===== src/rtl/pixfifo_fill_ctrl.sv =====
// Read-DMA that keeps the HDMI pixel FIFO fed from the SDRAM frame buffer.
// Raster-order Avalon-MM bursts, throttled by FIFO level plus words in flight.
module pixfifo_fill_ctrl #(
  parameter int DATA_WIDTH    = 64,
  parameter int ADDR_WIDTH    = 32,
  parameter int BURST_LEN     = 16,
  parameter int FIFO_DEPTH    = 512,
  parameter int PREFILL_WORDS = 256,
  parameter int FRAME_WORDS   = 1036800
) (
  input  logic                            clk_i,
  input  logic                            rst_i,
  input  logic                            enable_i,
  input  logic [ADDR_WIDTH-1:0]           frame_base_i,
  input  logic                            frame_base_wr_i,
  output logic [ADDR_WIDTH-1:0]           avm_address_o,
  output logic                            avm_read_o,
  output logic [$clog2(BURST_LEN):0]      avm_burstcount_o,
  input  logic                            avm_waitrequest_i,
  input  logic                            avm_readdatavalid_i,
  input  logic [DATA_WIDTH-1:0]           avm_readdata_i,
  input  logic [$clog2(FIFO_DEPTH):0]     fifo_wrusedw_i,
  output logic                            fifo_wrreq_o,
  output logic [DATA_WIDTH-1:0]           fifo_data_o,
  output logic                            fifo_flush_o,
  output logic                            pixel_ready_o,
  output logic                            frame_done_o
);

  localparam int BCW = $clog2(BURST_LEN) + 1;
  localparam int LW  = $clog2(FIFO_DEPTH) + 1;
  localparam int IW  = $clog2(FRAME_WORDS + 1);
  localparam int SW  = LW + 2;
  localparam int ASH = $clog2(DATA_WIDTH / 8);

  localparam logic [2:0] S_IDLE  = 3'd0;
  localparam logic [2:0] S_START = 3'd1;
  localparam logic [2:0] S_ARB   = 3'd2;
  localparam logic [2:0] S_REQ   = 3'd3;
  localparam logic [2:0] S_FEND  = 3'd4;
  localparam logic [2:0] S_DRAIN = 3'd5;

  logic [2:0]            state_q, state_d;
  logic [ADDR_WIDTH-1:0] pend_base_q, cur_base_q;
  logic [IW-1:0]         word_idx_q, word_idx_d;
  logic [LW-1:0]         outst_q, outst_d;
  logic                  wrreq_q, done_q, ready_q;
  logic [DATA_WIDTH-1:0] data_q;

  logic [IW-1:0]  remain;
  logic [BCW-1:0] bc;
  logic           in_req, accept, fits, frame_end, beat, writing;

  assign remain    = IW'(FRAME_WORDS) - word_idx_q;
  assign bc        = (remain < IW'(BURST_LEN)) ? BCW'(remain)
                                               : BCW'(BURST_LEN);
  assign in_req    = (state_q == S_REQ);
  assign accept    = in_req && !avm_waitrequest_i;
  assign frame_end = (word_idx_q == IW'(FRAME_WORDS));
  assign beat      = avm_readdatavalid_i && (outst_q != '0);
  assign writing   = (state_q != S_DRAIN) && (state_q != S_IDLE);

  // Space check counts words already in flight, so a lagging level is safe.
  assign fits = (SW'(fifo_wrusedw_i) + SW'(outst_q) + SW'(bc))
                <= SW'(FIFO_DEPTH);

  always_comb begin
    state_d    = state_q;
    word_idx_d = word_idx_q;
    outst_d    = outst_q + (accept ? LW'(bc) : '0) - (beat ? LW'(1) : '0);
    unique case (state_q)
      S_IDLE:  if (enable_i) state_d = S_START;
      S_START: begin
        word_idx_d = '0;
        state_d    = S_ARB;
      end
      S_ARB: begin
        if (!enable_i)     state_d = S_DRAIN;
        else if (frame_end) state_d = S_FEND;
        else if (fits)      state_d = S_REQ;
      end
      S_REQ: begin
        if (accept) begin
          word_idx_d = word_idx_q + IW'(bc);
          state_d    = S_ARB;
        end
      end
      S_FEND: begin
        if (outst_q == '0) state_d = enable_i ? S_START : S_DRAIN;
      end
      S_DRAIN: if (outst_q == '0) state_d = S_IDLE;
      default: state_d = S_IDLE;
    endcase
  end

  always_ff @(posedge clk_i or posedge rst_i) begin
    if (rst_i) begin
      state_q     <= S_IDLE;
      pend_base_q <= '0;
      cur_base_q  <= '0;
      word_idx_q  <= '0;
      outst_q     <= '0;
      wrreq_q     <= 1'b0;
      data_q      <= '0;
      done_q      <= 1'b0;
      ready_q     <= 1'b0;
    end else begin
      state_q    <= state_d;
      word_idx_q <= word_idx_d;
      outst_q    <= outst_d;
      if (frame_base_wr_i) pend_base_q <= frame_base_i;
      if (state_q == S_START) cur_base_q <= pend_base_q;
      wrreq_q <= avm_readdatavalid_i && writing;
      if (avm_readdatavalid_i) data_q <= avm_readdata_i;
      done_q <= beat && writing && frame_end && (outst_q == LW'(1));
      if (!enable_i)
        ready_q <= 1'b0;
      else if (writing && (fifo_wrusedw_i >= LW'(PREFILL_WORDS)))
        ready_q <= 1'b1;
    end
  end

  assign avm_read_o       = in_req;
  assign avm_address_o    = in_req ? cur_base_q + (ADDR_WIDTH'(word_idx_q) << ASH)
                                   : '0;
  assign avm_burstcount_o = in_req ? bc : '0;
  assign fifo_flush_o     = (state_q == S_IDLE);
  assign fifo_wrreq_o     = wrreq_q;
  assign fifo_data_o      = data_q;
  assign pixel_ready_o    = ready_q;
  assign frame_done_o     = done_q;

endmodule


===== config.mk =====
export PLATFORM = sky130hd
export DESIGN_NAME = pixfifo_fill_ctrl
export DESIGN_NICKNAME = d
export VERILOG_FILES = /design/src/rtl/pixfifo_fill_ctrl.sv
export SDC_FILE = /design/constraint.sdc
export NUM_CORES = 1
export LEC_CHECK = 0
export ABC_CLOCK_PERIOD_IN_PS = 6100
export BUFFER_PORTS_ARGS = -buffer_cell sky130_fd_sc_hd__buf_4
export CORE_ASPECT_RATIO = 0.75
export CORE_MARGIN = 5
export CORE_UTILIZATION = 50
export CTS_CLUSTER_DIAMETER = 80
export DETAILED_ROUTE_END_ITERATION = 6
export PLACE_DENSITY = 0.75
export SYNTH_ARGS = -nofsm -noshare
export SYNTH_HDL_FRONTEND = slang
export SYNTH_SLANG_ARGS = --single-unit

===== constraint.sdc =====
create_clock -name clk_i -period 6.1 [get_ports clk_i]
set_input_delay 0 -clock clk_i [delete_from_list [all_inputs] [get_ports clk_i]]
set_output_delay 0 -clock clk_i [all_outputs]
set_load 0.005 [all_outputs]

==> results of run 1 <==
-- state kept, by name (all words and copies together), names as in the netlist --
| name | cells |
|---|---|
| state_q | 3 |
| frame_done_o | 1 |
| pend_base_q | 32 |
| cur_base_q | 32 |
| fifo_wrreq_o | 1 |
| pixel_ready_o | 1 |
| outst_q | 10 |
| word_idx_q | 20 |
| fifo_data_o | 64 |
-- worst paths after layout --
kind	endpoint	slack, ps	cells after the start
max reg2reg	state_q[0]	610	25
max in group asynchronous	state_q[0]	4400	4
max	state_q[0]	610	25
min in group asynchronous	fifo_data_o[53]	310	3
min	pend_base_q[28]	110	2
min reg2reg	cur_base_q[1]	470	2
-- cell usage in the layout (no fill, tap or decap), types with 17 or more instances in the layout --
cell	synthesis	layout
o21ai_0	29	29
nor2_1	69	68
inv_1	65	64
mux2_2	96	96
dfrtp_1	164	164
clkbuf_16	0	17
a21oi_1	43	43
dlygate4sd3_1	0	100
a21o_1	18	18
buf_4	1	223
xnor2_1	23	23
nand2_1	129	129
ha_1	53	53
-- through the flow --
step	instance area, um2	hold WS (ps)	power [W]
final	12900	110	0.00340
after detailed placement	11300	236	0.00226
after floorplan	9460	122	0.00196
after CTS	12800	111	0.00340
after global routing	12900	122	0.00361
after global placement	11300	233	0.00222
-- cell families (layout without fill, tap and decap cells) --
logic type | count (synthesis) | in the layout
compound gates | 175 | 175
mux | 102 | 102
simple gates | 301 | 301
xor+xnor | 36 | 36
buf+inv | 111 | 420
flops | 164 | 164
fa+ha+maj | 62 | 62
other cells | 0 | 1
-- power by group --
| group | internal, W | switching (W) |
|---|---|---|
| clock | 0.000549 | 0.000533 |
| combinational | 0.000517 | 0.000501 |
| sequential | 0.00121 | 0.0000937 |
| total | 0.00227 | 0.00113 |
-- per-layer routing --
| layer | share of wire | up-vias |
|---|---|---|
| li1 | - | 3921 |
| met1 | 0.42 | 4059 |
| met2 | 0.48 | 260 |
| met3 | 0.074 | 49 |
| met4 | 0.024 | 0 |
| met5 | 0 | - |
-- worst reg2reg max path, cell delays in order (launching register included) --
cell	delay, ps
dfrtp_1	480
inv_1	180
ha_1	230
nor4b_1	480
a31oi_1	230
o21bai_1	200
a21o_1	190
nand2_1	130
o2111a_1	180
buf_4	180
and2_1	190
inv_1	110
fa_1	440
inv_1	70
ha_1	160
inv_1	50
fa_1	390
nor2b_1	120
o21ai_0	90
a21boi_0	220
o21ai_0	140
a21boi_1	200
o21ai_0	150
mux2i_1	160
a2111oi_2	300
a21oi_1	110
-- area by class of cell --
type,instances,area (um2)
Fill cell,1386,5710
Multi-Input combinational cell,676,4920
Sequential cell,164,4100
Timing Repair Buffer,323,2680
Clock buffer,17,425
Tap cell,247,309
Inverter,66,253
Clock inverter,14,164
Antenna cell,1,2.50
-- synth_stat cells (5+ instances only) --
master    instances  area [um2]
o21bai_1          8        60.1
buf_1            12        45.0
xnor2_1          23         201
fa_1              9         180
ha_1             53         663
a31oi_1          13        81.3
dfrtp_1         164        4100
nand3_1          13        65.1
nor2_1           69         259
nor3_1           14        70.1
nand2_1         129         484
o21ai_0          29         145
o22ai_1           5        31.3
nand2b_1          9        56.3
a21boi_0          5        37.5
xor2_1           13         114
clkbuf_1         26        97.6
a21o_1           18         135
inv_1            65         244
nor2b_1           6        37.5
nand4_1          11        68.8
a21oi_1          43         215
and2_1            5        31.3
and3_1           12        75.1
a41o_1            5        50.1
mux2_2           96        1080
a211oi_1          7        52.6
nor3b_1           5        37.5
mux2i_1           6        60.1
-- what timing repair did --
item / in CTS / in global routing
setup buffers: 0 / 0
gates resized for setup: 0 / 3
hold buffers: 100 / 0
endpoints found under the setup margin: 0 / 1
endpoints found under the hold margin: 201 / 0
==> results.yml, run 1 <==
status:
  outcome: "finished clean"
routing:
  drt_iter0_drc: 612
  routed_wl_um: 26900
  dr_total_vias: 8289
  drtPass1Iterations: 6
  drc_errors: 0
  detail_route.vias_per_cell: 5.50
  drtAntennaViolNets: 0
  wl_per_cell_um: 17.8
layout:
  postLayoutCoreUtil: 0.693
  syn2layout_area_growth_pct: 35.9
  instances_no_fill: 1508
  final_nets: 1422
  drive_gt1_frac: 0.298
setup_path:
  crit_family: "compound AO/OA/AOI/OAI gates"
  path_class: "reg2reg"
  cp-end-kind: "flop"
  r2r-start: "word_idx_q[1]"
  cp_slowest_cell: "dfrtp_1"
  crit_path_frequent_cell: "inv_1"
  crit_start: "word_idx_q[1]"
  cp_max_fo: 12
  arrival_ps: 5800
  required_ps: 6400
  crit_buf_inv: 5
  start_kind: "flop"
  slowest_delay_ps: 480
synth:
  synth.ff_latch_count: 164
  synth-edff-count: 0
  synth_cell_types: 70
  synth_ff_type: "dfrtp_1"
  syn_inst: 951
  synth_top_family_by_area: "simple AND/OR/NAND/NOR gates"
  syn_area_per_cell_um2: 9.95
  synth_fa_ha_area_frac: 0.0891
  ys_seq_area_frac: 0.434
  synth_nets: 1125
  synth_compound_area_frac: 0.126
  synth_mux_area_frac: 0.121
  ys_warn_count: 0
  synth-xor-area-share: 0.0333
  syn_area_um2: 9460
  synth_simple_gate_area_frac: 0.149
  synthArstFlopShare: 1.00
grt:
  overflow: 0
  grt_max_degree: 104
  use_met2: 0.406
  grtUsageMet1: 0.319
  grtUsageMet3: 0.0732
  grt-busiest-layer: "met2"
  antenna_found_initial: 0
  grt_pass1_wl_um: 43600
  gr-usage-all-layers: 0.248
  grt_pass1_vias: 8533
timing:
  setup-violations-final: 0
  final_max_slew_viol_count: 0
  tns_ps: 0
  slew_headroom: 0.390
  grt_setup_unrepaired: "no"
  skew_ps: 13.7
  finalCriticalPeriod_ps: 5490
  worstMarginPinSlew_ps: 915
  hold_viol_final: 0
  max_freq_mhz: 182
  timing.final.crit_share: 0.900
  worst_slack_ps: 609
clock_tree:
  clock_path_buffers: 2
  clock_sinks: 164
  cts_buffers: 17
  h-tree-depth: 4
  cts_tree: "done"
  path_clk_slew_ps: 80
  cts_root_buf: "clkbuf_16"
  clk_latency_ps: 440
power_and_ir_drop:
  ir_drop_v: 0.000173
  leakage_nw: 6.25
  p_per_area_nw_per_um2: 265
placement:
  post-place-ws_ps: 474
  port_buffers: 217
  place_inst: 1376
  dp_hpwl_um: 18500
  gp_congestion: 0.928
die:
  die-width_um: 169
  die-area_um2: 21800
  core_area_um2: 18600
  die_h_um: 129
  num_rows: 43
  start_util: 0.510
  io_pins: 218
worst_hold_path:
  hp-class: "in2reg"
  min_from: "frame_base_wr_i"
flow_run:
  maxCapViolations: 0
(Power assumes the default switching activity.)
==> run 2, diff against run 1 <==
Settings changed: ABC_AREA from default to 1, PLACE_DENSITY 0.75 to 0.74.
==> results.yml, run 2 <==
synth:
  synth_top_area_frac: 0.412
  ys_warn_count: 0
  synth_nets: 1529
  synth_cell_types: 45
  netlist_top_cells_area: "dfrtp_1 41%, nand2_1 18%, ha_1 6.7%, inv_1 5.3%, o21ai_0 5.0%"
  syn_inst: 1355
  ys_seq_area_frac: 0.412
  synth_ff_type: "dfrtp_1"
  syn_area_um2: 9970
  synth-edff-count: 0
  yosys-top-cells-count: "469 x nand2_1, 164 x dfrtp_1, 141 x inv_1"
  synth_top_area_cell: "dfrtp_1"
  yosysMostFrequentCell: "nand2_1"
  synthArstFlopShare: 1.00
  synth.ff_latch_count: 164
  syn_area_per_cell_um2: 7.35
grt:
  grt_max_degree: 93
  gr-usage-all-layers: 0.259
  overflow: 0
  grt_pass1_vias: 9577
  grt_pass1_wl_um: 48500
  antenna_found_initial: 1
routing:
  detail_route.vias_per_cell: 5.13
  drtAntennaViolNets: 0
  drtPass1Iterations: 6
  routed_wl_um: 29900
  drc_errors: 0
  dr_total_vias: 9861
  drt_iter0_drc: 789
  wl_per_cell_um: 15.5
placement:
  gp_congestion: 0.944
  port_buffers: 217
  dp_hpwl_um: 21100
die:
  num_rows: 44
  die-width_um: 173
  die-area_um2: 22900
  io_pins: 218
  die_h_um: 132
  core_area_um2: 19500
  start_util: 0.511
timing:
  setup-violations-final: 0
  final_max_slew_viol_count: 0
  skew_ps: 18.5
  finalCriticalPeriod_ps: 4820
  tns_ps: 0
  grt_setup_unrepaired: "no"
  worstMarginPinSlew_ps: 951
  hold_viol_final: 0
  max_freq_mhz: 207
  slew_headroom: 0.366
  timing.final.crit_share: 0.791
power_and_ir_drop:
  total_power_w: 0.00451
  p_per_area_nw_per_um2: 337
  ir_drop_v: 0.000206
  leakage_nw: 7.00
setup_path:
  crit_start: "word_idx_q[1]"
  required_ps: 6400
  start_kind: "flop"
  slowest_delay_ps: 450
  crit_path_frequent_cell: "nand2_1"
  r2r-start: "word_idx_q[1]"
  arrival_ps: 5130
  cp_slowest_cell: "dfrtp_1"
  cp-end-kind: "flop"
  cp_max_fo: 7
  path_class: "reg2reg"
clock_tree:
  cts_root_buf: "clkbuf_16"
  cts_buffers: 17
  cts_resized: 0
  h-tree-depth: 4
  cts_tree: "done"
  clock_path_buffers: 2
  clk_latency_ps: 430
  cts_setup_buffers: 0
  clock_sinks: 164
  path_clk_slew_ps: 70
layout:
  largest_reg_flops: 64
  final_common_cell: "nand2_1"
  drive_gt1_frac: 0.181
  layout_common_cells: "468 x nand2_1, 221 x buf_4, 164 x dfrtp_1"
  final_nets: 1831
  syn2layout_area_growth_pct: 34.3
status:
  outcome: "finished clean"
worst_hold_path:
  min_from: "frame_base_wr_i"
  hp-class: "in2reg"
flow_run:
  maxCapViolations: 0
## run 2: cell count changes after synthesis, sizes merged, moves of 10 or more
cell   before  now
and3       14    1
mux2       96    0
nand3      13   59
a21o       19    0
a31oi      14    3
a21oi      43   55
nor2       69  144
buf        19    9
o21ai      31  103
xnor2      23   10
nand2     129  476
inv        65  157
## run 2: cells by family after synthesis
logic type,share of synthesized area
xor gates and xnor gates,0.0255
DFF,0.412
AOI/OAI and AO/OA,0.103
adders and majority gates,0.0846
and+or+nand+nor,0.299
buffers and inverters,0.0757
## run 2: repair_timing
| item | in CTS | in global routing |
|---|---|---|
| hold buffers | 100 | 0 |
| hold endpoints to repair | 193 | 0 |
| setup endpoints to repair | 0 | 0 |
## run 2: final timing paths
| path | end | slack [ps] | cells past startpoint |
|---|---|---|---|
| worst max register to register | state_q[0] | 1280 | 29 |
| max in group asynchronous | outst_q[5] | 4320 | 4 |
| worst min-delay path | pend_base_q[30] | 50 | 3 |
| worst min register to register | fifo_data_o[60] | 470 | 2 |
| min in group asynchronous | fifo_data_o[41] | 300 | 3 |
| worst max-delay path | state_q[0] | 1280 | 29 |
## run 2: report_power, final
group / switching (W) / total [W] / internal, W
sequential: 0.000167 / 0.00147 / 0.00130
combinational: 0.00115 / 0.00194 / 0.000791
clock: 0.000510 / 0.00110 / 0.000586
## run 2: final cells by class
cell class	instances	area, um2
inverters	157	594
diodes	1	2.50
well taps	253	317
fillers	1585	6100
repair buffers	321	2660
multi-input cells	996	5110
clock inverters	14	168
clock buffers	18	429
flip-flops and latches	164	4100
## run 2: worst max-delay path: cells and delay by family, from the launching register on
kind            cells  cell delay, ps
simple gates       15            1730
fa+ha+maj           4            1300
compound gates      5             570
flops               1             450
buf+inv             4             420
xor+xnor            1             220
## run 2: routing by layer
layer | share of wire | vias up | routed length (um) | GRT usage
li1 | - | 4907 | - | -
met1 | 0.45 | 4543 | 13500 | 0.364
met2 | 0.45 | 363 | 13600 | 0.409
met3 | 0.072 | 48 | 2160 | 0.0548
met4 | 0.021 | 0 | 626 | 0.0687
met5 | 0 | - | 0 | 0
## run 2: metrics by stage
step	area (um2)	utilization	worst slack (ps)	instances	hold WS, ps
floorplan	9970	-	1670	1355	112
global placement	11800	0.605	1510	1791	199
detailed placement	11800	0.605	1290	1791	203
CTS	13400	0.687	1290	1923	54.8
global route	13400	0.687	679	1924	89.8
finish	13400	0.687	1280	1924	54.8
==> run 3, diff against run 2 <==
Settings changed: ABC_CLOCK_PERIOD_IN_PS 6100 to 4700.
Clock period 6.1 ns to 4.7 ns, I/O delays scaled along.
==> results.yml, run 3 (synthesis results as in run 2) <==
power_and_ir_drop:
  combPwrFrac: 0.444
  swShare: 0.408
  p_sw_w: 0.00237
  leakage_nw: 7.06
  power_frac_seq: 0.329
  ir_drop_v: 0.000339
  power_frac_clock: 0.227
  intPower_w: 0.00344
  p_per_area_nw_per_um2: 430
placement:
  dp_hpwl_um: 21500
  gp_congestion: 0.952
  place_inst: 1799
  post_dp_cell_area_um2: 11800
  post-place-ws_ps: 35.6
  port_buffers: 217
layout:
  final_nets: 1845
  final_common_cell: "nand2_1"
  largest_reg_flops: 64
  syn2layout_area_growth_pct: 35.6
  instances_no_fill: 1937
  final_area_um2: 13500
  drive_gt1_frac: 0.201
  layout_common_cells: "467 x nand2_1, 235 x buf_4, 159 x dfrtp_1"
  num-fill-cells: 1565
die:
  start_util: 0.511
  die-area_um2: 22900
  io_pins: 218
  core_area_um2: 19500
  die_h_um: 132
  die-width_um: 173
  num_rows: 44
clock_tree:
  clock_path_buffers: 2
  clock_sinks: 164
  cts_root_buf: "clkbuf_16"
  clk_latency_ps: 430
  cts_tree: "done"
  cts_buffers: 17
  h-tree-depth: 4
  path_clk_slew_ps: 70
routing:
  detail_route.vias_per_cell: 5.15
  drtAntennaViolNets: 0
  drc_errors: 0
  routed_wl_um: 30300
  drt_iter0_drc: 786
  drtPass1Iterations: 5
  dr_total_vias: 9974
  wl_per_cell_um: 15.7
timing:
  max_freq_mhz: 227
  slew_headroom: 0.361
  skew_ps: 12.5
  finalCriticalPeriod_ps: 4410
  worst_slack_ps: 289
  hold_ws_ps: 67.0
  setup-violations-final: 0
  timing.final.crit_share: 0.938
  hold_viol_final: 0
  final_max_slew_viol_count: 0
  worstMarginPinSlew_ps: 950
worst_hold_path:
  min_from: "frame_base_wr_i"
  whs_path_depth: 3
  hp-class: "in2reg"
  min_to: "pend_base_q[23]"
setup_path:
  worstReg2RegEnd: "outst_q[8]"
  crit_buf_inv: 5
  cp-end-kind: "flop"
  crit_path_frequent_cell: "nand2_1"
  start_kind: "flop"
  required_ps: 5050
  arrival_ps: 4760
  r2r-start: "word_idx_q[0]"
  r2r_slack_ps: 290
  path_class: "reg2reg"
  cp_slowest_cell: "fa_1"
  reg2reg_depth: 29
  slowest_delay_ps: 410
  cp_max_fo: 4
  crit_family: "simple AND/OR/NAND/NOR gates"
flow_run:
  maxCapViolations: 0
grt:
  grt_pass1_wl_um: 48700
  grt_pass1_vias: 9527
  antenna_found_initial: 1
  overflow: 0
  gr-usage-all-layers: 0.259
  grt_max_degree: 80
status:
  outcome: "finished clean"
[run 3: changes by cell type in the layout (fill, tap and decap cells not counted), moves of 3 or more]
cell and change:
buf_4 +14, o21ai_0 -6, o21ai_1 +6, dfrtp_1 -5, dfrtp_2 +5, nor2_1 -5
clkinv_2 +3, nor2_2 +3
[run 3: power groups by stage]
stage	Clock, W	Combinational [W]	Sequential, W
floorplan	0	0.00173	0.00186
global placement	0	0.00239	0.00192
detailed placement	0	0.00243	0.00192
CTS	0.00134	0.00251	0.00190
global route	0.00140	0.00293	0.00195
finish	0.00132	0.00258	0.00191
[run 3: how the worst max path moves through the flow]
stage	end	slack (ps)	start	cells after the start
6_report	outst_q[8]	290	word_idx_q[0]	29
3_3_place_gp	outst_q[8]	180	word_idx_q[0]	27
3_5_place_dp	outst_q[8]	40	word_idx_q[0]	29
2_1_floorplan	cur_base_q[0]	270	rst_i	1
5_1_grt	state_q[0]	-30	word_idx_q[0]	31
4_1_cts	outst_q[8]	20	word_idx_q[0]	29
[run 3: layer usage]
layer	vias up	global-route usage	share of wire
met4	0	0.0673	0.021
li1	4935	-	-
met5	-	0	0
met2	351	0.402	0.46
met3	49	0.0731	0.076
met1	4639	0.361	0.45
[run 3: metrics by stage]
stage | utilization | total power [W] | setup TNS (ps)
after global routing | 0.694 | 0.00628 | -30.5
after floorplan | - | 0.00359 | 0
after global placement | 0.608 | 0.00431 | 0
after detailed placement | 0.608 | 0.00435 | 0
after CTS | 0.687 | 0.00575 | 0
final | 0.694 | 0.00581 | 0
[run 3: timing repair]
action,CTS,global route
gates resized for setup,0,31
endpoints found under the setup margin,0,6
hold endpoints to repair,176,0
hold buffers,100,0
buffers inserted,0,6
[run 3: final cells by class]
class                   count  area [um2]  area share
multi-input cells         996        5180       0.383
flip-flops and latches    164        4110       0.304
repair buffers            335        2770       0.205
inverters                 157         594      0.0440
clock buffers              17         425      0.0315
well taps                 253         317      0.0234
clock inverters            14         120     0.00889
diodes                      1        2.50    0.000185
[run 3: tightest hold or removal path: stages]
cell and delay (ps):
buf_4 280, nand2_1 110, o21ai_0 60
